[config.mk]
export PLATFORM = sky130hd
export DESIGN_NAME = demux1_4
export DESIGN_NICKNAME = d
export VERILOG_FILES = /design/src/rtl/demux1_4.sv
export SDC_FILE = /design/constraint.sdc
export NUM_CORES = 1
export LEC_CHECK = 0
export ABC_CLOCK_PERIOD_IN_PS = 800
export CORE_AREA = 3 3 40 42
export CTS_BUF_LIST = sky130_fd_sc_hd__clkbuf_4 sky130_fd_sc_hd__clkbuf_8 sky130_fd_sc_hd__clkbuf_16
export DETAILED_ROUTE_END_ITERATION = 6
export DIE_AREA = 0 0 43 45
export HOLD_SLACK_MARGIN = 0.06
export SYNTH_ARGS = -nofsm -noshare
export SYNTH_HDL_FRONTEND = slang
export SYNTH_SLANG_ARGS = --single-unit
[constraint.sdc]
create_clock -name clk -period 0.8 [get_ports clk]
set_clock_uncertainty 0.15 [all_clocks]
set_input_delay 0.16 -clock clk [delete_from_list [all_inputs] [get_ports clk]]
set_output_delay 0.16 -clock clk [all_outputs]
set_load 0.05 [all_outputs]
[src/rtl/demux1_4.sv]
// rtl/demux1_4.sv - registered 1-to-4 demultiplexer; DEMUX_ACT_CNT_EN adds per-channel activity counters
module demux1_4 #(
  parameter int WIDTH      = 1,
  parameter bit HOLD_UNSEL = 1'b0
) (
  input  logic             clk,
  input  logic             rst,
  input  logic [1:0]       sel,
  input  logic [WIDTH-1:0] a,
  output logic [WIDTH-1:0] y0,
  output logic [WIDTH-1:0] y1,
  output logic [WIDTH-1:0] y2,
  output logic [WIDTH-1:0] y3,
  output logic [3:0]       y_sel
`ifdef DEMUX_ACT_CNT_EN
  ,
  output logic [7:0]       cnt0,
  output logic [7:0]       cnt1,
  output logic [7:0]       cnt2,
  output logic [7:0]       cnt3
`endif
);

  logic [WIDTH-1:0] y_q [4];
  logic [WIDTH-1:0] y_d [4];
  logic [3:0]       y_sel_q;
  logic [3:0]       y_sel_d;

  // Route a to the selected channel; unselected channels clear or hold by policy
  always_comb begin
    for (int i = 0; i < 4; i++) begin
      y_d[i] = HOLD_UNSEL ? y_q[i] : '0;
    end
    y_d[sel] = a;
    y_sel_d  = 4'b0001 << sel;
  end

  // Output registers; reset wins over any select/data activity
  always_ff @(posedge clk) begin
    if (rst) begin
      for (int i = 0; i < 4; i++) begin
        y_q[i] <= '0;
      end
      y_sel_q <= 4'b0000;
    end else begin
      for (int i = 0; i < 4; i++) begin
        y_q[i] <= y_d[i];
      end
      y_sel_q <= y_sel_d;
    end
  end

  assign y0    = y_q[0];
  assign y1    = y_q[1];
  assign y2    = y_q[2];
  assign y3    = y_q[3];
  assign y_sel = y_sel_q;

`ifdef DEMUX_ACT_CNT_EN
  logic [7:0] cnt_q [4];
  logic [7:0] cnt_d [4];

  // Count non-zero payloads on the selected channel, sticking at 8'hFF
  always_comb begin
    for (int i = 0; i < 4; i++) begin
      cnt_d[i] = cnt_q[i];
    end
    if ((a != '0) && (cnt_q[sel] != 8'hFF)) begin
      cnt_d[sel] = cnt_q[sel] + 8'd1;
    end
  end

  // Counter registers, cleared together on reset
  always_ff @(posedge clk) begin
    if (rst) begin
      for (int i = 0; i < 4; i++) begin
        cnt_q[i] <= 8'd0;
      end
    end else begin
      for (int i = 0; i < 4; i++) begin
        cnt_q[i] <= cnt_d[i];
      end
    end
  end

  assign cnt0 = cnt_q[0];
  assign cnt1 = cnt_q[1];
  assign cnt2 = cnt_q[2];
  assign cnt3 = cnt_q[3];
`endif

endmodule

==> Word level (Yosys, flattened, before mapping) <==
Memories as Yosys holds them, arrays and structs flattened.
Index checks and enable logic that the tools add are counted.
{ "word_totals": {"register_bits": 4, "ramBits": 4, "in_bits": 5, "wordCells": 21, "mem_count": 1} }
{ "mem_list": {"columns": ["memory", "words", "word_bits", "rd", "rd_ports_with_merged_regs", "write_ports", "line", "source"], "rows": [
  ["y_q", 4, 1, 4, 0, 4, "24", "logic [WIDTH-1:0] y_q [4];"]
]} }
{ "op_classes": {"n_lt_le_gt_ge": 2, "shifts": 1, "muxes": 9, "bitwise_logic": 6, "n_reduce_logical": 1} }
{ "op_table": {"columns": ["cell", "n"], "rows": [
  ["$mux W1", 8],
  ["$and A4 B4 Y4", 1],
  ["$or A1 B1 Y1", 4],
  ["$shl A1 B2 Y4 const A", 1],
  ["$ge A3 B3 Y1 const B", 1],
  ["$lt A3 B1 Y1 const B", 1],
  ["$not A2 Y3", 1],
  ["$demux W1 S2", 1],
  ["$logic_and A1 B1 Y1", 1]
]} }

==> Longest topological paths before layout <==
{ "logic_depth": {"word_depth": 7, "mapped_depth": 1, "ltp_nobuf": 1} }

==> Worst setup path after synthesis <==
OpenSTA, ideal clock, no wires.
{ "synth_path": {"path_kind": "flip-flop to output port", "start": "mem y_q[0]", "end": "out y0", "arrival_ns": 0.587, "required_ns": 0.490, "slack_ns": -0.097, "path_stages_with_launch": 1, "n_path_buf": 0, "cell_sequence": "dfxtp_1"} }
{ "synth_rtl": {"columns": ["item", "line", "source"], "rows": [
  ["start, declared", "24", null],
  ["end, declared", "10", "output logic [WIDTH-1:0] y0,"]
]} }

==> impl_metrics.tcl <==
set metrics [dict create \
    dr.first_iter.drc_count 0 \
    ys_seq_area_frac 0.6632 \
    grt_use_met1 0.05854 \
    vias_per_cell 3.915 \
    p_clk_frac 0.340 \
    p_int_mw 0.6636 \
    cts_sinks 8 \
    hold_viol_final 0 \
    grt_pass1_vias 190 \
    power_density_nw_per_um2 1734 \
    fin_crit_ps 1027 \
    power_leakage_nw 0.1998 \
    final_cells 47 \
    ys.flop_type "dfxtp_1" \
    met3_usage 0.05179 \
    synth_nets 21 \
    dpl_cell_area_um2 478.0 \
    placedCellCount 44 \
    seqPwrFrac 0.487 \
    n_fill_cell 128 \
    synth.top_cell.area_share 0.6632 \
    cts_htree_levels 1 \
    crit_fanout 1 \
    ys_types 7 \
    grt_pass1_wl_um 814 \
    ir_drop_v 0.0008247 \
    rows 13 \
    io_buffers 12 \
    grt_max_degree 9 \
    cp.arrival_ps 720 \
    synth.top_cells.by_count "8 x dfxtp_1, 2 x and4bb_2, 2 x nor3b_1" \
    cts_tree "yes" \
    postSynthCellCount 16 \
    async_reset_ff_frac 0 \
    gp_congestion 0.7008 \
    synth.largest_area_cell "dfxtp_1" \
    cts_buffers 3 \
    synth_edf_count 0 \
    grt_overflow 0 \
    path_clk_slew_ps 50 \
    maxSlewViolCount 0 \
    num_vias 184 \
    setup_slack_ps -226.9 \
    coreArea_um2 1285 \
    critPathMaxStageDelay_ps 340 \
    ys_warn_count 0 \
    crit_chain "buf_12" \
    synth.most_common_cell "dfxtp_1" \
    root_buffer "clkbuf_4" \
    diodes 0 \
    end_kind "output pin" \
    die_h_um 45 \
    hold_class "input pin to flop" \
    die_x_um 43 \
    ant_nets 0 \
    path_class "flop to output pin" \
    met2_usage 0.08383 \
    crit_path_top_delay_cell "dfxtp_2" \
    initial_core_util 0.1879 \
    clockBufferDepth 2 \
    violations "setup timing" \
    sw_frac_of_total 0.2408 \
    drive_gt1_frac 0.8125 \
    worst-path-buf-inv 1 \
    fin_nets 39 \
    cp_top_family "flip-flops" \
    dieArea_um2 1935 \
    maxCapViolations 0 \
    totalWireLength_um 505 \
    fin_crit_sh 1.284 \
    antenna_found_initial 0 \
    critPathLaunchType "flop" \
    synthTopCellsByArea "dfxtp_1 66%, and4bb_2 10%, nor3b_1 6.2%, nor4b_2 6.2%, and4b_2 4.7%" \
    postCtsSetupBuffers 0 \
    busiest_layer "met2" \
    hold_ws_ps 129.2 \
    ys_ff_latch 8 \
    crit_required_ps 490 \
    setup_violations 8 \
    dr.pass1.iters 1 \
    netlist_area_um2 241.5 \
    fmax_mhz 973.8 \
    rsz0062_at_grt "true" \
    stdcell_area_um2 504.2 \
    grtUsageTotal 0.06187 \
    worst_pin_slew_ps 251.2 \
    fin_setup_tns_ps -1783 \
    avgSynthCellArea_um2 15.09 \
    ios 13 \
    syn2layout_area_growth_pct 108.8 \
    status "finished with violations" \
    remaining_drc_errors 0 \
    power_switching_mw 0.2105 \
    drt-wirelength-per-cell_um 10.74 \
    share_comb_of_total_power 0.173 \
    hpwl_um 394.6 \
    max_slew_margin 0.8325 \
    total_power_mw 0.8741 \
]
-- registers in the layout, summed over array words and instances, names as in the netlist --
signal  count
y_sel       4
y_q         4
-- power groups by stage --
stage	Combinational, mW	Clock [mW]	Sequential [mW]
3_3_place_gp	0.153	0	0.434
3_5_place_dp	0.156	0	0.435
5_1_grt	0.158	0.332	0.427
6_report	0.151	0.297	0.426
4_1_cts	0.149	0.315	0.426
2_1_floorplan	0.0151	0	0.475
-- layer usage --
metal | up-vias | wire length (um) | share of wire
met5 | - | 0 | 0
met3 | 0 | 92 | 0.18
met1 | 78 | 194 | 0.38
li1 | 93 | - | -
met2 | 13 | 218 | 0.43
met4 | 0 | 0 | 0
-- through the flow --
stage / setup WS (ps) / util
CTS: -243.5 / 0.3856
finish: -226.9 / 0.3924
detailed placement: -502.2 / 0.3720
floorplan: 35.60 / -
global placement: -459.1 / 0.3720
global route: -252.0 / 0.3924
-- logic make-up after synthesis --
kind of cell,count (synthesis),synth area share
and+or+nand+nor,8,0.3367
DFF,8,0.6632
-- cell usage in the layout, fill, tap and decap left out, types with 2 or more instances in the layout --
cell type	instances
buf_12	8
dfxtp_2	8
clkbuf_4	3
clkdlybuf4s15_1	3
nor3b_1	2
and4bb_2	2
-- area by class of cell --
| class | instances | area, um^2 | area share |
|---|---|---|---|
| clock buffer | 3 | 22.52 | 0.04466 |
| tap | 15 | 18.77 | 0.03722 |
| sequential | 8 | 170.2 | 0.3375 |
| multi-input combinational | 8 | 86.33 | 0.1712 |
| timing repair buffer | 13 | 206.4 | 0.4094 |
-- worst paths after layout --
kind / start / end / depth (start not counted)
worst max-delay path: y_q[2] / y2 / 1
worst min-delay path: rst / y_q[0] / 2
-- timing repair --
action | in CTS | in global routing
setup endpoints to repair | 16 | 10
resized for setup | 4 | 4
hold buffers | 0 | 0
Note: power is estimated with default switching activity, not from simulation.
